**src/rtl/color_tracker_pkg.sv**
```systemverilog
// Shared definitions for the colour tracker: RGB565 field positions,
// default frame geometry, tracker FSM encoding and a window-compare helper.
package color_detect_pkg;

    localparam int R_MSB = 15;
    localparam int R_LSB = 11;
    localparam int G_MSB = 10;
    localparam int G_LSB = 5;
    localparam int B_MSB = 4;
    localparam int B_LSB = 0;

    localparam int H_ACTIVE_DEF = 640;
    localparam int V_ACTIVE_DEF = 480;

    typedef enum logic [1:0] {
        IDLE    = 2'd0,
        RUN     = 2'd1,
        DRAIN   = 2'd2,
        PUBLISH = 2'd3
    } trk_state_e;

    // Inclusive unsigned window test; an inverted window (lo > hi) never matches.
    function automatic logic in_range(input logic [5:0] val, input logic [5:0] lo, input logic [5:0] hi);
        return (val >= lo) && (val <= hi);
    endfunction

endpackage

```
**src/rtl/color_tracker_if.sv**
```systemverilog
// FIFO read port between the camera output buffer (slave) and the tracker (master).
// rd is a read strobe; data is valid the cycle after a strobe.
interface color_tracker_if;
    logic [15:0] obuf_data;
    logic        obuf_empty;
    logic        obuf_rd;

    modport master (output obuf_rd, input obuf_data, input obuf_empty);
    modport slave  (input obuf_rd, output obuf_data, output obuf_empty);
endinterface

```
**src/rtl/color_tracker_rgb565_window.sv**
```systemverilog
// Registered RGB565 window comparator: one-cycle latency from pixel to hit.
module rgb565_window
    import color_detect_pkg::*;
(
    input  logic        clk,
    input  logic        rst_n,
    input  logic        srst,
    input  logic [15:0] pixel,
    input  logic [4:0]  r_min,
    input  logic [4:0]  r_max,
    input  logic [5:0]  g_min,
    input  logic [5:0]  g_max,
    input  logic [4:0]  b_min,
    input  logic [4:0]  b_max,
    output logic        hit
);

    logic match_s;
    logic hit_r;

    // All three channels must fall inside their inclusive windows.
    always_comb begin
        match_s = in_range({1'b0, pixel[R_MSB:R_LSB]}, {1'b0, r_min}, {1'b0, r_max}) &&
                  in_range(pixel[G_MSB:G_LSB], g_min, g_max) &&
                  in_range({1'b0, pixel[B_MSB:B_LSB]}, {1'b0, b_min}, {1'b0, b_max});
    end

    // Register the compare result; resync drops any in-flight hit.
    always_ff @(posedge clk or negedge rst_n) begin
        if (!rst_n) begin
            hit_r <= 1'b0;
        end else if (srst) begin
            hit_r <= 1'b0;
        end else begin
            hit_r <= match_s;
        end
    end

    assign hit = hit_r;

endmodule

```
**src/rtl/color_tracker.sv**
```systemverilog
// Colour tracker top: drains RGB565 pixels from the camera FIFO, tracks frame
// position, and publishes bounding box and hit count once per frame.
// Optional build macro: TRACK_CENTROID_EN adds hit x/y sum accumulators.
module color_tracker
    import color_detect_pkg::*;
#(
    parameter int H_ACTIVE = H_ACTIVE_DEF,
    parameter int V_ACTIVE = V_ACTIVE_DEF,
    parameter int XW       = 10,
    parameter int YW       = 9,
    parameter int CW       = 19
) (
    input  logic                 i_clk,
    input  logic                 i_rstn,
    input  logic                 i_enable,
    input  logic                 i_resync,
    color_tracker_if.master      obuf,
    input  logic [4:0]           i_r_min,
    input  logic [4:0]           i_r_max,
    input  logic [5:0]           i_g_min,
    input  logic [5:0]           i_g_max,
    input  logic [4:0]           i_b_min,
    input  logic [4:0]           i_b_max,
    output logic                 o_valid,
    output logic                 o_found,
    output logic [XW-1:0]        o_xmin,
    output logic [XW-1:0]        o_xmax,
    output logic [YW-1:0]        o_ymin,
    output logic [YW-1:0]        o_ymax,
    output logic [CW-1:0]        o_count,
    output logic [XW+CW-1:0]     o_sum_x,
    output logic [YW+CW-1:0]     o_sum_y,
    output logic                 o_busy
);

    localparam logic [XW-1:0] X_LAST = XW'(H_ACTIVE - 1);
    localparam logic [YW-1:0] Y_LAST = YW'(V_ACTIVE - 1);
    localparam logic [XW-1:0] X_ZERO = {XW{1'b0}};
    localparam logic [YW-1:0] Y_ZERO = {YW{1'b0}};
    localparam logic [CW-1:0] C_ZERO = {CW{1'b0}};
    localparam logic [CW-1:0] C_ONE  = {{(CW-1){1'b0}}, 1'b1};
    localparam logic [CW-1:0] C_SAT  = {CW{1'b1}};

    trk_state_e    state_r, state_nxt_s;
    logic          drain_cnt_r;
    logic          frame_start_s, publish_s, rd_s, last_rd_s, hit_s;

    logic [XW-1:0] x_r, x_nxt_s, p1_x_r, p2_x_r;
    logic [YW-1:0] y_r, y_nxt_s, p1_y_r, p2_y_r;
    logic          p1_vld_r, p2_vld_r;

    logic [4:0]    sh_r_min_r, sh_r_max_r, sh_b_min_r, sh_b_max_r;
    logic [5:0]    sh_g_min_r, sh_g_max_r;

    logic [XW-1:0] acc_xmin_r, acc_xmax_r, acc_xmin_nxt_s, acc_xmax_nxt_s;
    logic [YW-1:0] acc_ymin_r, acc_ymax_r, acc_ymin_nxt_s, acc_ymax_nxt_s;
    logic [CW-1:0] acc_count_r, acc_count_nxt_s;
    logic          acc_hit_s;

    logic          valid_r, found_r, busy_r;
    logic [XW-1:0] xmin_r, xmax_r;
    logic [YW-1:0] ymin_r, ymax_r;
    logic [CW-1:0] count_r;

    // Reads only while running; resync suppresses the strobe so no pixel is popped and lost.
    assign rd_s          = (state_r == RUN) && !obuf.obuf_empty && !i_resync;
    assign last_rd_s     = rd_s && (x_r == X_LAST) && (y_r == Y_LAST);
    assign publish_s     = (state_r == DRAIN) && drain_cnt_r;
    assign obuf.obuf_rd  = rd_s;

    // Next-state logic; a new frame only starts at position (0,0).
    always_comb begin
        state_nxt_s   = state_r;
        frame_start_s = 1'b0;
        case (state_r)
            IDLE: begin
                if (i_enable && (x_r == X_ZERO) && (y_r == Y_ZERO)) begin
                    state_nxt_s   = RUN;
                    frame_start_s = 1'b1;
                end else begin
                    state_nxt_s = IDLE;
                end
            end
            RUN: begin
                if (last_rd_s) begin
                    state_nxt_s = DRAIN;
                end else begin
                    state_nxt_s = RUN;
                end
            end
            DRAIN: begin
                if (drain_cnt_r) begin
                    state_nxt_s = PUBLISH;
                end else begin
                    state_nxt_s = DRAIN;
                end
            end
            PUBLISH: begin
                if (i_enable) begin
                    state_nxt_s   = RUN;
                    frame_start_s = 1'b1;
                end else begin
                    state_nxt_s = IDLE;
                end
            end
            default: begin
                state_nxt_s = IDLE;
            end
        endcase
    end

    // State register plus the two-cycle drain timer.
    always_ff @(posedge i_clk or negedge i_rstn) begin
        if (!i_rstn) begin
            state_r     <= IDLE;
            drain_cnt_r <= 1'b0;
        end else if (i_resync) begin
            state_r     <= IDLE;
            drain_cnt_r <= 1'b0;
        end else begin
            state_r     <= state_nxt_s;
            drain_cnt_r <= (state_r == DRAIN) ? ~drain_cnt_r : 1'b0;
        end
    end

    // Raster position after the current accepted pixel.
    always_comb begin
        x_nxt_s = x_r;
        y_nxt_s = y_r;
        if (x_r == X_LAST) begin
            x_nxt_s = X_ZERO;
            y_nxt_s = (y_r == Y_LAST) ? Y_ZERO : (y_r + {{(YW-1){1'b0}}, 1'b1});
        end else begin
            x_nxt_s = x_r + {{(XW-1){1'b0}}, 1'b1};
        end
    end

    // Position counter and the coordinate/valid pipeline that tracks each read to its hit.
    always_ff @(posedge i_clk or negedge i_rstn) begin
        if (!i_rstn) begin
            x_r      <= X_ZERO;
            y_r      <= Y_ZERO;
            p1_vld_r <= 1'b0;
            p2_vld_r <= 1'b0;
            p1_x_r   <= X_ZERO;
            p1_y_r   <= Y_ZERO;
            p2_x_r   <= X_ZERO;
            p2_y_r   <= Y_ZERO;
        end else if (i_resync) begin
            x_r      <= X_ZERO;
            y_r      <= Y_ZERO;
            p1_vld_r <= 1'b0;
            p2_vld_r <= 1'b0;
            p1_x_r   <= X_ZERO;
            p1_y_r   <= Y_ZERO;
            p2_x_r   <= X_ZERO;
            p2_y_r   <= Y_ZERO;
        end else begin
            x_r      <= rd_s ? x_nxt_s : x_r;
            y_r      <= rd_s ? y_nxt_s : y_r;
            p1_vld_r <= rd_s;
            p1_x_r   <= x_r;
            p1_y_r   <= y_r;
            p2_vld_r <= p1_vld_r;
            p2_x_r   <= p1_x_r;
            p2_y_r   <= p1_y_r;
        end
    end

    // Threshold shadows, frozen for the whole frame.
    always_ff @(posedge i_clk or negedge i_rstn) begin
        if (!i_rstn) begin
            sh_r_min_r <= 5'd0;
            sh_r_max_r <= 5'd0;
            sh_g_min_r <= 6'd0;
            sh_g_max_r <= 6'd0;
            sh_b_min_r <= 5'd0;
            sh_b_max_r <= 5'd0;
        end else if (!i_resync && frame_start_s) begin
            sh_r_min_r <= i_r_min;
            sh_r_max_r <= i_r_max;
            sh_g_min_r <= i_g_min;
            sh_g_max_r <= i_g_max;
            sh_b_min_r <= i_b_min;
            sh_b_max_r <= i_b_max;
        end else begin
            sh_r_min_r <= sh_r_min_r;
            sh_r_max_r <= sh_r_max_r;
            sh_g_min_r <= sh_g_min_r;
            sh_g_max_r <= sh_g_max_r;
            sh_b_min_r <= sh_b_min_r;
            sh_b_max_r <= sh_b_max_r;
        end
    end

    rgb565_window u_window (
        .clk   (i_clk),
        .rst_n (i_rstn),
        .srst  (i_resync),
        .pixel (obuf.obuf_data),
        .r_min (sh_r_min_r),
        .r_max (sh_r_max_r),
        .g_min (sh_g_min_r),
        .g_max (sh_g_max_r),
        .b_min (sh_b_min_r),
        .b_max (sh_b_max_r),
        .hit   (hit_s)
    );

    assign acc_hit_s = p2_vld_r && hit_s;

    // Bounding-box and count update for the pixel leaving the pipeline.
    always_comb begin
        acc_xmin_nxt_s  = acc_xmin_r;
        acc_xmax_nxt_s  = acc_xmax_r;
        acc_ymin_nxt_s  = acc_ymin_r;
        acc_ymax_nxt_s  = acc_ymax_r;
        acc_count_nxt_s = acc_count_r;
        if (acc_hit_s) begin
            acc_xmin_nxt_s  = (p2_x_r < acc_xmin_r) ? p2_x_r : acc_xmin_r;
            acc_xmax_nxt_s  = (p2_x_r > acc_xmax_r) ? p2_x_r : acc_xmax_r;
            acc_ymin_nxt_s  = (p2_y_r < acc_ymin_r) ? p2_y_r : acc_ymin_r;
            acc_ymax_nxt_s  = (p2_y_r > acc_ymax_r) ? p2_y_r : acc_ymax_r;
            acc_count_nxt_s = (acc_count_r == C_SAT) ? acc_count_r : (acc_count_r + C_ONE);
        end else begin
            acc_count_nxt_s = acc_count_r;
        end
    end

    // Frame accumulators: seeded at frame start, cleared by resync.
    always_ff @(posedge i_clk or negedge i_rstn) begin
        if (!i_rstn) begin
            acc_xmin_r  <= X_ZERO;
            acc_xmax_r  <= X_ZERO;
            acc_ymin_r  <= Y_ZERO;
            acc_ymax_r  <= Y_ZERO;
            acc_count_r <= C_ZERO;
        end else if (i_resync) begin
            acc_xmin_r  <= X_ZERO;
            acc_xmax_r  <= X_ZERO;
            acc_ymin_r  <= Y_ZERO;
            acc_ymax_r  <= Y_ZERO;
            acc_count_r <= C_ZERO;
        end else if (frame_start_s) begin
            acc_xmin_r  <= X_LAST;
            acc_xmax_r  <= X_ZERO;
            acc_ymin_r  <= Y_LAST;
            acc_ymax_r  <= Y_ZERO;
            acc_count_r <= C_ZERO;
        end else begin
            acc_xmin_r  <= acc_xmin_nxt_s;
            acc_xmax_r  <= acc_xmax_nxt_s;
            acc_ymin_r  <= acc_ymin_nxt_s;
            acc_ymax_r  <= acc_ymax_nxt_s;
            acc_count_r <= acc_count_nxt_s;
        end
    end

    // Result registers: loaded from the post-update accumulators as the final pixel retires.
    always_ff @(posedge i_clk or negedge i_rstn) begin
        if (!i_rstn) begin
            valid_r <= 1'b0;
            found_r <= 1'b0;
            xmin_r  <= X_ZERO;
            xmax_r  <= X_ZERO;
            ymin_r  <= Y_ZERO;
            ymax_r  <= Y_ZERO;
            count_r <= C_ZERO;
            busy_r  <= 1'b0;
        end else if (i_resync) begin
            valid_r <= 1'b0;
            busy_r  <= 1'b0;
        end else begin
            valid_r <= publish_s;
            busy_r  <= (state_nxt_s == RUN) || (state_nxt_s == PUBLISH);
            if (publish_s) begin
                found_r <= (acc_count_nxt_s != C_ZERO);
                xmin_r  <= (acc_count_nxt_s != C_ZERO) ? acc_xmin_nxt_s : X_ZERO;
                xmax_r  <= (acc_count_nxt_s != C_ZERO) ? acc_xmax_nxt_s : X_ZERO;
                ymin_r  <= (acc_count_nxt_s != C_ZERO) ? acc_ymin_nxt_s : Y_ZERO;
                ymax_r  <= (acc_count_nxt_s != C_ZERO) ? acc_ymax_nxt_s : Y_ZERO;
                count_r <= acc_count_nxt_s;
            end else begin
                found_r <= found_r;
                count_r <= count_r;
            end
        end
    end

`ifdef TRACK_CENTROID_EN
    logic [XW+CW-1:0] sum_x_r, sum_x_nxt_s, out_sum_x_r;
    logic [YW+CW-1:0] sum_y_r, sum_y_nxt_s, out_sum_y_r;

    // Coordinate sums for hits, for centroid computation downstream.
    always_comb begin
        sum_x_nxt_s = sum_x_r;
        sum_y_nxt_s = sum_y_r;
        if (acc_hit_s) begin
            sum_x_nxt_s = sum_x_r + {{CW{1'b0}}, p2_x_r};
            sum_y_nxt_s = sum_y_r + {{CW{1'b0}}, p2_y_r};
        end else begin
            sum_x_nxt_s = sum_x_r;
        end
    end

    // Sum accumulators and their published copies.
    always_ff @(posedge i_clk or negedge i_rstn) begin
        if (!i_rstn) begin
            sum_x_r     <= {(XW+CW){1'b0}};
            sum_y_r     <= {(YW+CW){1'b0}};
            out_sum_x_r <= {(XW+CW){1'b0}};
            out_sum_y_r <= {(YW+CW){1'b0}};
        end else if (i_resync || frame_start_s) begin
            sum_x_r     <= {(XW+CW){1'b0}};
            sum_y_r     <= {(YW+CW){1'b0}};
        end else begin
            sum_x_r     <= sum_x_nxt_s;
            sum_y_r     <= sum_y_nxt_s;
            out_sum_x_r <= publish_s ? sum_x_nxt_s : out_sum_x_r;
            out_sum_y_r <= publish_s ? sum_y_nxt_s : out_sum_y_r;
        end
    end

    assign o_sum_x = out_sum_x_r;
    assign o_sum_y = out_sum_y_r;
`else
    assign o_sum_x = {(XW+CW){1'b0}};
    assign o_sum_y = {(YW+CW){1'b0}};
`endif

    assign o_valid = valid_r;
    assign o_found = found_r;
    assign o_xmin  = xmin_r;
    assign o_xmax  = xmax_r;
    assign o_ymin  = ymin_r;
    assign o_ymax  = ymax_r;
    assign o_count = count_r;
    assign o_busy  = busy_r;

endmodule
```
**src/flat_wrapper.sv**
```systemverilog
// flat-port wrapper written by rule: the top's interface ports become plain ports
module color_tracker_flat import color_detect_pkg::*;
#(
    parameter int H_ACTIVE = H_ACTIVE_DEF,
    parameter int V_ACTIVE = V_ACTIVE_DEF,
    parameter int XW       = 10,
    parameter int YW       = 9,
    parameter int CW       = 19
)
  (i_clk, i_rstn, i_enable, i_resync, i_r_min, i_r_max, i_g_min, i_g_max, i_b_min, i_b_max, o_valid, o_found, o_xmin, o_xmax, o_ymin, o_ymax, o_count, o_sum_x, o_sum_y, o_busy, obuf_obuf_rd, obuf_obuf_data, obuf_obuf_empty);
  color_tracker_if obuf_i ();
  input  logic i_clk;
  input  logic i_rstn;
  input  logic i_enable;
  input  logic i_resync;
  input  logic [4:0] i_r_min;
  input  logic [4:0] i_r_max;
  input  logic [5:0] i_g_min;
  input  logic [5:0] i_g_max;
  input  logic [4:0] i_b_min;
  input  logic [4:0] i_b_max;
  output logic o_valid;
  output logic o_found;
  output logic [XW-1:0] o_xmin;
  output logic [XW-1:0] o_xmax;
  output logic [YW-1:0] o_ymin;
  output logic [YW-1:0] o_ymax;
  output logic [CW-1:0] o_count;
  output logic [XW+CW-1:0] o_sum_x;
  output logic [YW+CW-1:0] o_sum_y;
  output logic o_busy;
  output wire logic [$bits(obuf_i.obuf_rd)-1:0] obuf_obuf_rd;
  input wire logic [$bits(obuf_i.obuf_data)-1:0] obuf_obuf_data;
  input wire logic [$bits(obuf_i.obuf_empty)-1:0] obuf_obuf_empty;
  assign obuf_obuf_rd = obuf_i.obuf_rd;
  assign obuf_i.obuf_data = obuf_obuf_data;
  assign obuf_i.obuf_empty = obuf_obuf_empty;
  color_tracker #(.H_ACTIVE(H_ACTIVE), .V_ACTIVE(V_ACTIVE), .XW(XW), .YW(YW), .CW(CW)) u_core (.i_clk(i_clk), .i_rstn(i_rstn), .i_enable(i_enable), .i_resync(i_resync), .obuf(obuf_i), .i_r_min(i_r_min), .i_r_max(i_r_max), .i_g_min(i_g_min), .i_g_max(i_g_max), .i_b_min(i_b_min), .i_b_max(i_b_max), .o_valid(o_valid), .o_found(o_found), .o_xmin(o_xmin), .o_xmax(o_xmax), .o_ymin(o_ymin), .o_ymax(o_ymax), .o_count(o_count), .o_sum_x(o_sum_x), .o_sum_y(o_sum_y), .o_busy(o_busy));
endmodule
```
**config.mk**
```make
export PLATFORM = sky130hd
export DESIGN_NAME = color_tracker_flat
export DESIGN_NICKNAME = d
export VERILOG_FILES = /design/src/rtl/color_tracker_pkg.sv /design/src/rtl/color_tracker_if.sv /design/src/rtl/color_tracker_rgb565_window.sv /design/src/rtl/color_tracker.sv /design/src/flat_wrapper.sv
export SDC_FILE = /design/constraint.sdc
export NUM_CORES = 1
export LEC_CHECK = 0
export BUFFER_PORTS_ARGS = -buffer_cell sky130_fd_sc_hd__clkbuf_2
export CELL_PAD_IN_SITES_DETAIL_PLACEMENT = 1
export CELL_PAD_IN_SITES_GLOBAL_PLACEMENT = 1
export CORE_ASPECT_RATIO = 0.5
export CORE_UTILIZATION = 44
export DETAILED_ROUTE_END_ITERATION = 12
export GPL_TIMING_DRIVEN = 0
export PLACE_DENSITY = 0.8
export SYNTH_ARGS = -nofsm -noshare
export SYNTH_HDL_FRONTEND = slang
export SYNTH_SLANG_ARGS = --single-unit
```
**constraint.sdc**
```tcl
create_clock -name i_clk -period 2.9 [get_ports i_clk]
set_input_delay 0.725 -clock i_clk [delete_from_list [all_inputs] [get_ports i_clk]]
set_output_delay 0.725 -clock i_clk [all_outputs]
set_load 0.01 [all_outputs]
```
==> summary.txt, run 1 <==
Finish
  – Ant. Diodes: 0
  – Filler instances: roughly 2700
  – Final instance area: ~13000 um2
  – Area grow syn2layout: 20.8%
  – Share of cells above drive strength 1: between 20% and 30%
  – Net count reported at finish: approximately 1400
  – Area of the multi-input gates: ~4900 um2
  – Non-Filler Instances: roughly 1600
  – Reg area: between 5000 and 6000 um2

Synth
  – Compound-cell area share of the yosys netlist: 10.1%
  – #FFs+latches synth: roughly 210
  – Synth cell count leaders: dfrtp_1, nor2_1, ha_1, inv_1, buf_4
  – Largest family of logic cells by synthesized area: simple AND/OR/NAND/NOR gates
  – Post-synthesis mux area share: under 10%
  – Post-synthesis cell count: about 1100
  – Synthesized-area fraction occupied by adder cells: a little under a tenth
  – Most numerous cell in the Yosys netlist: dfrtp_1
  – Number of synthesized flops with an enable pin: 0
  – Post-synthesis cell type count: 63
  – Post-synth top area share: 49.1%
  – Synth Area in XOR/XNOR: 1.87%
  – Area contributors post-synth: dfrtp_1, ha_1, nor2_1
  – Syn Std Cell Area: approximately 11000 um2
  – Avg Cell Area, Syn: ~10 um2
  – Warnings from Yosys: 0
  – Post-synth top flop: dfrtp_1
  – Synth Area in Simple Gates: between 10% and 20%
  – Seq/Total Area, Yosys: between 40 and 50%
  – Asr flop ratio synth: between 90% and 100%
  – Synth area leader: dfrtp_1

Route
  – Residual DRC: 0
  – DRT Pass-1 Iters: 6
  – Number of routed nets with antenna violations: 0
  – Post-Route WL: approximately 28000 um
  – Initial DRC Count: 405
  – Via/cell ratio: approximately 5.3
  – Routed vias: approximately 8400
  – WL/cell: about 18 um

Global routing
  – Met3 Resource Use GR: under 10%
  – Antenna violations before repair: 0
  – GRT Residual Overflow: 0
  – M2 GR Usage: between 40% and 50%
  – Global-route usage over all layers: between 20 and 25%
  – Largest net degree at the start of global routing: 86
  – GRT Max-Usage Layer: met2
  – Met1 usage: between 20% and 30%
  – Global-route wire length before repair: about 46000 um
  – Vias in the first global route: ~9100

Pwr
  – Power Internal: about 5.4 mW
  – Comb pwr share: between 10 and 15%
  – Max rail drop VDD: between 0.3 and 0.4 mV
  – Switching power: between 1.5 and 2 mW
  – P_leak: 6.40 nW
  – Clock share of power: between 30% and 40%
  – Switching part of the total: approximately a quarter
  – P per Cell Area: 559 nW/um2
  – Flop pwr share: about 45%

Worst setup path
  – Critical Path AT: 2.06 ns
  – Cell mode on critical path: clkbuf_2
  – Worst path max stage delay: roughly 0.3 ns
  – Type of destination of the critical path: output pin
  – Worst-path maximum fanout: 10
  – Crit Path Category: in -> out
  – Startpoint Class: input port
  – Crit path cell chain: clkbuf_2, clkbuf_2, clkbuf_2, buf_2, nor2_1, clkbuf_2
  – Slowest cell on crit path: clkbuf_2
  – CP required: around 2.2 ns

Timing
  – Final Hold Viols: 0
  – Worst Max-Slew Pin Slew: slightly below 0.8 ns
  – Final worst path period share: between 90% and 100%
  – Final slew viol count: 0
  – F_max: around 360 MHz
  – Final setup viols: 0
  – Hold Slack: 0.169 ns
  – Max_slew headroom: approximately 48%
  – Final min period: ~2.8 ns
  – Worst Skew: 0.0339 ns

Floorplanning
  – Num rows: 40
  – Die area: 25100 um2
  – Initial core utilization: ~45%
  – Core ar.: 24000 um2
  – Die Height: around 110 um
  – Width of the die: roughly 220 um
  – I/O pin count: about 170

Place
  – I/O Buffers: 113
  – GP Congestion: roughly 0.86
  – Hpwl dp: 20600 um
  – Placed insts: 1546
  – Dpl cell area: around 12000 um2

Clocking
  – CTS H-tree lvls: 1
  – Worst skew pair latency: approximately 0.54 ns
  – Cts bufs inserted: 21
  – Root Driver: clkbuf_16
  – TritonCTS clock tree: done
  – Clock tree buffer depth: 3
  – Reg clk slew, reported paths: approximately 0.070 ns
  – # clock sinks: approximately 210
  – Hold-fix buffers at CTS: 0

Worst hold path
  – Hold crit path type: in -> async

Outcome
  – Status: completed

Job
  – Max Cap Violations: 0
[worst paths after layout]
| kind | startpoint | to | slack [ns] | depth (start not counted) |
|---|---|---|---|---|
| setup / recovery | i_resync | obuf_obuf_rd | 0.11 | 6 |
| hold / removal | i_rstn | u_core.o_ymin[5]$_DFFE_PN0P_ | 0.17 | 1 |
| setup reg to reg | u_core.acc_count_r[9]$_DFF_PN0_ | u_core.o_ymax[2]$_DFFE_PN0P_ | 0.12 | 10 |
| hold reg to reg | u_core.p1_x_r[7]$_DFF_PN0_ | u_core.p2_x_r[7]$_DFF_PN0_ | 0.43 | 1 |
| max in group asynchronous | i_rstn | u_core.x_r[1]$_DFFE_PN0P_ | 1.87 | 2 |
| min in group i_clk | u_core.p1_x_r[7]$_DFF_PN0_ | u_core.p2_x_r[7]$_DFF_PN0_ | 0.43 | 1 |
[flip-flops by register name (all words and copies together), names as in the netlist, 6 cells and up]
name	count
u_core.acc_count_r	19
u_core.o_count	19
u_core.acc_xmax_r	10
u_core.acc_xmin_r	10
u_core.o_xmax	10
u_core.o_xmin	10
u_core.p1_x_r	10
u_core.p2_x_r	10
u_core.x_r	10
u_core.acc_ymax_r	9
u_core.acc_ymin_r	9
u_core.o_ymax	9
u_core.o_ymin	9
u_core.p1_y_r	9
u_core.p2_y_r	9
u_core.y_r	9
u_core.sh_g_max_r	6
u_core.sh_g_min_r	6
[through the flow]
stage / setup WS, ns / total power, mW / TNS (ns) / utilization, %
final: 0.111 / 7.25 / 0 / 54.1
after detailed placement: -0.427 / 4.38 / -23.26 / 50.0
after global placement: -2.97 / 4.29 / -641.18 / 49.7
after floorplan: 0.324 / 4.00 / 0 / -
after global routing: -0.00271 / 7.60 / -0.00271 / 54.1
after CTS: -0.0000437 / 7.31 / -0.0000437 / 53.3
[critical path, delay by kind of cell]
kind | cells | cell delay, ns
buffers and inverters | 5 | 1.21
AND/OR/NAND/NOR | 1 | 0.12
[logic make-up (layout without fill, tap and decap cells)]
family | Yosys count | count (layout)
AO/OA/AOI/OAI | 171 | 171
XOR/XNOR | 23 | 23
adder cells (fa/ha/maj) | 78 | 78
buffers and inverters | 177 | 336
flip-flops | 211 | 211
multiplexers | 57 | 57
other | 1 | 57
AND/OR/NAND/NOR | 342 | 342
[power by group through the flow]
stage               Clock, mW  Sequential, mW  Combinational, mW
global route             3.07            3.31               1.22
finish                   2.89            3.28               1.07
global placement            0            3.32              0.961
detailed placement          0            3.34               1.04
floorplan                   0            3.32              0.680
CTS                      2.96            3.29               1.06
[cell type report]
| type | instances | area share [%] |
|---|---|---|
| sequential | 211 | 40.7 |
| multi-input combinational | 728 | 37.7 |
| timing repair buffer | 126 | 5.72 |
| buffer | 97 | 5.12 |
| clock buffer | 29 | 4.59 |
| tap | 315 | 3.04 |
| inverter | 77 | 2.23 |
| clock inverter | 7 | 0.877 |
[metal layers]
metal  part of all wire (%)  up-vias
met3                    4.5       53
met2                     49      186
met1                     44     4196
met4                    2.5        0
li1                       -     3916
met5                      0        -
[repair_timing]
action / CTS / global route
cloned: 0 / 1
pin swaps: 3 / 6
setup endpoints to repair: 107 / 115
resized for setup: 19 / 35
buffers inserted: 2 / 8
[cell usage in the layout (no fill, tap or decap), types with 3 or more instances in the layout]
cell and n:
dfrtp_1 208, nor2_1 126, clkbuf_2 118, ha_1 77, inv_1 74, buf_4 69, nand2_1 59, conb_1 57
nor2b_1 44, o21ai_0 42, a21oi_1 42, a211oi_1 35, mux2_2 32, nand3_1 23, mux2i_1 23, clkbuf_16 22
clkbuf_1 20, nand4_1 13, and3_1 13, xor2_1 13, a31oi_1 13, nor3_1 12, nand2b_1 11, a21o_1 11
xnor2_1 8, buf_2 6, and4_1 5, clkbuf_8 5, nor4_1 4, or3_1 4, o211ai_1 4, buf_6 3
and2_1 3, or2_2 3, buf_8 3, clkinv_2 3, bufinv_16 3, dfrtp_2 3
Power figures use the tool's default switching activity.
==> run 2: changes to the inputs <==
--- a/config.mk
+++ b/config.mk
@@ -9,10 +9,11 @@
 export CELL_PAD_IN_SITES_DETAIL_PLACEMENT = 1
 export CELL_PAD_IN_SITES_GLOBAL_PLACEMENT = 1
 export CORE_ASPECT_RATIO = 0.5
-export CORE_UTILIZATION = 44
+export CORE_UTILIZATION = 45
 export DETAILED_ROUTE_END_ITERATION = 12
 export GPL_TIMING_DRIVEN = 0
-export PLACE_DENSITY = 0.8
+export PLACE_DENSITY = 0.81
 export SYNTH_ARGS = -nofsm -noshare
 export SYNTH_HDL_FRONTEND = slang
+export SYNTH_HIERARCHICAL = 1
 export SYNTH_SLANG_ARGS = --single-unit
==> run 2 against run 1 <==
Against the previous run:
- clock skew down 0.024 ns
- via count up 1.6%
- design area down 0.91%
- first-iteration DRC count down 12%
- register-to-register slack about the same
- critical path type is now reg -> reg
- critical path depth up 5
- setup slack better by 0.016 ns
- sequential power down 2%
- critical endpoint is now u_core/o_xmax[4]$_DFFE_PN0P_
- power down 4.2%
==> summary.txt, run 2 <==
Synth
  – #FFs+latches synth: between 200 and 250
  – Warnings from Yosys: 6
  – Post-synth top flop: dfrtp_1
  – Most numerous cell in the Yosys netlist: dfrtp_1
  – Number of synthesized flops with an enable pin: 0
  – Asr flop ratio synth: 100%
  – Post-synthesis cell count: around 1100
  – Syn Std Cell Area: between 10000 and 15000 um2
  – Post-synth top area share: a little under 50%
  – Synth area leader: dfrtp_1
  – Area contributors post-synth: dfrtp_1, ha_1, buf_4
  – Avg Cell Area, Syn: 10.2 um2
  – Seq/Total Area, Yosys: 48.4%
  – Synth cell count leaders: dfrtp_1, nor2_1, nand2_1, ha_1, inv_1
  – Post-synthesis cell type count: 68

Route
  – Initial DRC Count: about 360
  – Via/cell ratio: about 5.4
  – Post-Route WL: ~29000 um
  – WL/cell: approximately 19 um
  – Number of routed nets with antenna violations: 0
  – DRT Pass-1 Iters: 4
  – Routed vias: 8483
  – Residual DRC: 0

Pwr
  – Switching part of the total: between 20 and 30%
  – Total power draw: between 6 and 7 mW
  – Clock share of power: around 40%
  – Comb pwr share: a little over an eighth
  – Flop pwr share: approximately 46%
  – P_leak: 6.33 nW
  – Power Internal: approximately 5.1 mW
  – P per Cell Area: roughly 540 nW/um2
  – Max rail drop VDD: between 0.3 and 0.4 mV
  – Switching power: around 1.8 mW

Finish
  – Most frequent cells in the layout: dfrtp_1, nor2_1, clkbuf_2, nand2_1, ha_1
  – Area grow syn2layout: 17.9%
  – Commonest non-fill, non-tap cell in the layout: dfrtp_1
  – Core Util, Final: between 50% and 60%
  – Filler instances: ~2600
  – Net count reported at finish: roughly 1400
  – Share of cells above drive strength 1: between 20% and 30%

Clocking
  – Reg clk slew, reported paths: approximately 0.070 ns
  – Clock tree buffer depth: 3
  – Worst skew pair latency: around 0.5 ns
  – Cts bufs inserted: 21
  – # clock sinks: 211
  – Root Driver: clkbuf_16
  – CTS H-tree lvls: 1
  – TritonCTS clock tree: done

Timing
  – Worst Max-Slew Pin Slew: 0.847 ns
  – Final Hold Viols: 0
  – Final worst path period share: 95.6%
  – Final setup viols: 0
  – F_max: approximately 360 MHz
  – Worst Skew: just over 0.01 ns
  – Final slew viol count: 0
  – Final min period: around 2.8 ns
  – Fin worst setup slack: between 0.1 and 0.15 ns
  – Max_slew headroom: 43.6%

Floorplanning
  – Core ar.: roughly 23000 um2
  – I/O pin count: around 170
  – Die Height: around 110 um
  – Num rows: 39
  – Die area: 24900 um2
  – Width of the die: between 200 and 250 um
  – Initial core utilization: roughly 47%

Worst setup path
  – Critical Path Start: u_core/acc_count_r[0]$_DFF_PN0_
  – Crit Path Category: reg -> reg
  – Worst path max stage delay: between 0.4 and 0.5 ns
  – CP required: 3.26 ns
  – Type of destination of the critical path: flop
  – Startpoint Class: flop
  – FF-to-FF End: u_core/o_xmax[4]$_DFFE_PN0P_
  – R2R Setup Slk: ~0.13 ns
  – FF-to-FF path depth: 11
  – Critical Path AT: about 3.1 ns
  – Top cell family by delay on the critical path: simple AND/OR/NAND/NOR gates
  – CP bufs+invs: 3
  – Worst R2R Start: u_core/acc_count_r[0]$_DFF_PN0_
  – Crit path cell chain: ha_1, nand4_1, o41ai_4, buf_4, nor3_2, mux2i_1, nand4b_1, nor4_4, buf_6, buf_6, a211oi_1
  – Worst-path maximum fanout: 10
  – Cell mode on critical path: buf_6
  – Slowest cell on crit path: dfrtp_1

Outcome
  – Status: completed

Global routing
  – Largest net degree at the start of global routing: 110
  – Antenna violations before repair: 0
  – Vias in the first global route: slightly above 9000
  – Global-route wire length before repair: ~47000 um
  – Global-route usage over all layers: roughly 24%
  – GRT Residual Overflow: 0

Worst hold path
  – Hold crit path type: in -> async

Place
  – GP Congestion: about 0.89
  – Worst slack, placed: -0.312 ns
  – Hpwl dp: between 20000 and 25000 um
  – I/O Buffers: roughly 110

Job
  – Max Cap Violations: 0
==> run 2: cell type report <==
class                      instances  area (um2)  share of cell area (%)
antenna                            1        2.50                  0.0195
tap                              307         384                    2.99
clock inverter                    11         114                   0.885
timing repair buffer             116         617                    4.80
buffer                           102         647                    5.03
multi-input combinational        734        4950                    38.5
clock buffer                      25         581                    4.51
sequential                       211        5280                    41.0
inverter                          77         289                    2.25
==> run 2: stage by stage <==
stage                     setup TNS, ns  area (um2)  cells  hold slack (ns)
after floorplan                       0       11100   1128            0.429
after global placement          -628.41       12100   1548            0.444
after detailed placement          -7.90       12100   1549            0.452
after CTS                             0       12800   1584            0.366
after global routing            -0.0186       12900   1583            0.398
final                                 0       12900   1584            0.337
==> run 2: how the worst max path moves through the flow <==
stage / to / slack, ns / cells past startpoint
floorplan: u_core/sh_b_max_r[0]$_DFFE_PN0P_ / 0.43 / 9
global placement: u_core/sh_b_max_r[2]$_DFFE_PN0P_ / -2.97 / 1
detailed placement: obuf_obuf_rd / -0.31 / 6
CTS: u_core/o_xmax[3]$_DFFE_PN0P_ / 0.001 / 10
global route: u_core/o_xmax[2]$_DFFE_PN0P_ / -0.02 / 10
finish: u_core/o_xmax[4]$_DFFE_PN0P_ / 0.13 / 11
==> run 2: repair_timing <==
action | 4_1_cts | 5_1_grt
hold buffers | 0 | 0
pin swaps | 0 | 1
gates cloned | 0 | 0
endpoints found under the setup margin | 61 | 101
setup buffers | 0 | 2
resized for setup | 3 | 11
==> run 2: cells by family (layout without fill, tap and decap cells) <==
family | count (synthesis) | count (layout) | share of synthesized area, %
AOI/OAI and AO/OA | 171 | 171 | 10.7
xor gates and xnor gates | 20 | 20 | 1.61
adders and majority gates | 78 | 78 | 8.95
buffers and inverters | 183 | 331 | 8.66
DFF | 211 | 211 | 48.4
muxes | 61 | 61 | 5.98
other | 1 | 58 | 0.0344
and+or+nand+nor | 347 | 347 | 15.6
==> run 2: routing by layer <==
layer	up-vias	share of wire, %	global-route usage (%)
met5	-	0	0
met4	0	2.5	6.67
met3	59	5.7	4.82
met2	189	50	43.6
met1	4276	41	29.1
li1	3959	-	-
==> run 2: power groups by stage <==
stage	logic (mW)	registers [mW]	clock network (mW)
after global placement	0.847	3.25	0
after floorplan	0.641	3.23	0
after global routing	1.06	3.24	2.97
after detailed placement	0.922	3.27	0
after CTS	0.945	3.21	2.86
final	0.938	3.21	2.80
==> run 3: changes to the inputs <==
--- a/config.mk
+++ b/config.mk
@@ -12,7 +12,7 @@
 export CORE_UTILIZATION = 45
 export DETAILED_ROUTE_END_ITERATION = 12
 export GPL_TIMING_DRIVEN = 0
-export PLACE_DENSITY = 0.81
+export PLACE_DENSITY_LB_ADDON = 0.25
 export SYNTH_ARGS = -nofsm -noshare
 export SYNTH_HDL_FRONTEND = slang
 export SYNTH_HIERARCHICAL = 1
==> run 3 against run 2 <==
Against the previous run:
- die area stayed put
- wire length is 0.60% lower
- register-to-register slack worse by 0.09 ns
- setup slack worse by 0.086 ns
- clock-buffer cell count is 1 higher
- via count is 0.99% lower
- global-route usage is 0.25 points lower
==> summary.txt, run 3 (same netlist as run 2, synthesis figures left out) <==
Route
  – Initial DRC Count: 355
  – Routed vias: ~8400
  – Residual DRC: 0
  – Post-Route WL: about 29000 um
  – DRT Pass-1 Iters: 4
  – Via/cell ratio: approximately 5.3
  – Number of routed nets with antenna violations: 0
  – WL/cell: around 18 um

Worst setup path
  – FF-to-FF End: u_core/o_xmax[6]$_DFFE_PN0P_
  – Critical Path AT: ~3.2 ns
  – Worst R2R Start: u_core/acc_count_r[2]$_DFF_PN0_
  – R2R Setup Slk: about 0.041 ns
  – CP required: about 3.3 ns
  – Type of destination of the critical path: flop
  – Crit Path Category: reg -> reg
  – Worst-path maximum fanout: 10
  – Startpoint Class: flop
  – FF-to-FF path depth: 10

Place
  – Dpl cell area: roughly 12000 um2
  – I/O Buffers: 113
  – GP Congestion: just under 0.9
  – Hpwl dp: between 20000 and 25000 um

Clocking
  – # clock sinks: roughly 210
  – Worst skew pair latency: 0.52 ns
  – Reg clk slew, reported paths: around 0.07 ns
  – TritonCTS clock tree: done
  – Clock tree buffer depth: 3
  – Hold-fix buffers at CTS: 0
  – Root Driver: clkbuf_16
  – Cts bufs inserted: 21
  – CTS H-tree lvls: 1

Global routing
  – Global-route wire length before repair: 47000 um
  – Global-route usage over all layers: 23.7%
  – Vias in the first global route: 9143
  – Antenna violations before repair: 0
  – GRT Residual Overflow: 0
  – Largest net degree at the start of global routing: 114

Finish
  – Core Util, Final: 55.8%
  – Filler instances: around 2600
  – Net count reported at finish: 1401
  – Final instance area: approximately 13000 um2
  – Area grow syn2layout: 19.0%
  – Commonest non-fill, non-tap cell in the layout: dfrtp_1
  – Most frequent cells in the layout: dfrtp_1, nor2_1, clkbuf_2, nand2_1, ha_1
  – Share of cells above drive strength 1: 23.1%
  – Ant. Diodes: 0

Timing
  – Setup TNS: 0 ns
  – Max_slew headroom: between 40 and 50%
  – Final slew viol count: 0
  – RSZ-0062 raised after global routing: true
  – Worst Max-Slew Pin Slew: a little over 0.8 ns
  – F_max: approximately 350 MHz
  – Final min period: between 2 and 3 ns
  – Worst Skew: 0.0243 ns
  – Final worst path period share: a little over nine tenths
  – Final setup viols: 0
  – Final Hold Viols: 0

Floorplanning
  – Die area: around 25000 um2
  – Num rows: 39
  – I/O pin count: around 170
  – Width of the die: between 200 and 250 um
  – Die Height: 112 um
  – Initial core utilization: a little under half
  – Core ar.: roughly 23000 um2

Job
  – Max Cap Violations: 0

Worst hold path
  – Hold crit path type: in -> async

Pwr
  – P_leak: 6.41 nW
  – Max rail drop VDD: 0.396 mV
  – P per Cell Area: between 500 and 600 nW/um2

Outcome
  – Status: completed
run 3: worst max-delay path by stage:
stage / endpoint / from / slack (ns)
5_1_grt: u_core/o_ymin[0]$_DFFE_PN0P_ / u_core/acc_count_r[2]$_DFF_PN0_ / -0.05
4_1_cts: u_core/o_xmax[3]$_DFFE_PN0P_ / u_core/acc_count_r[0]$_DFF_PN0_ / 0.0002
3_3_place_gp: u_core/sh_b_max_r[2]$_DFFE_PN0P_ / i_rstn / -3.00
3_5_place_dp: obuf_obuf_rd / i_resync / -0.31
6_report: u_core/o_xmax[6]$_DFFE_PN0P_ / u_core/acc_count_r[2]$_DFF_PN0_ / 0.04
2_1_floorplan: u_core/sh_b_max_r[0]$_DFFE_PN0P_ / i_enable / 0.43
run 3: layout make-up:
type | instances | area (um2) | share of cell area, %
Clock inverter | 11 | 134 | 1.03
Timing Repair Buffer | 122 | 662 | 5.10
Inverter | 77 | 289 | 2.23
Buffer | 103 | 661 | 5.09
Multi-Input combinational cell | 734 | 4980 | 38.4
Tap cell | 307 | 384 | 2.96
Clock buffer | 26 | 584 | 4.50
Sequential cell | 211 | 5280 | 40.7
run 3: through the flow:
| step | power, mW | std cells | setup WS [ns] | hold slack, ns |
|---|---|---|---|---|
| finish | 7.04 | 1591 | 0.0411 | 0.312 |
| global route | 7.36 | 1591 | -0.0491 | 0.375 |
| CTS | 7.12 | 1585 | 0.000207 | 0.335 |
| detailed placement | 4.19 | 1549 | -0.313 | 0.449 |
| global placement | 4.10 | 1548 | -3.00 | 0.445 |
| floorplan | 3.87 | 1128 | 0.426 | 0.429 |
run 3: routing by layer:
metal	global-route usage (%)	routed length, um	up-vias	share of wire (%)
met5	0	0	-	0
met4	7.04	783	0	2.7
met3	4.69	1370	54	4.7
met2	42.0	14400	166	49
met1	29.6	12600	4197	43
li1	-	-	3982	-
run 3: critical path, stage by stage (launching register included):
cell	delay (ns)
dfrtp_1	0.33
buf_2	0.20
and3_1	0.26
nand4_1	0.13
buf_4	0.19
nor3_2	0.26
mux2i_1	0.27
nand4b_1	0.22
nor4_4	0.42
buf_2	0.32
a211oi_1	0.11
run 3: power breakdown:
part           switching [mW]  internal, mW  leakage [nW]
Combinational           0.516         0.429          3.19
Sequential             0.0995          3.11          2.86
Clock                    1.19          1.70         0.363
Total                    1.80          5.24          6.41
run 3: timing repair:
| item | in CTS | in global routing |
|---|---|---|
| endpoints found under the setup margin | 66 | 109 |
| setup buffers | 0 | 8 |
| resized for setup | 5 | 20 |
| pin swaps | 0 | 3 |
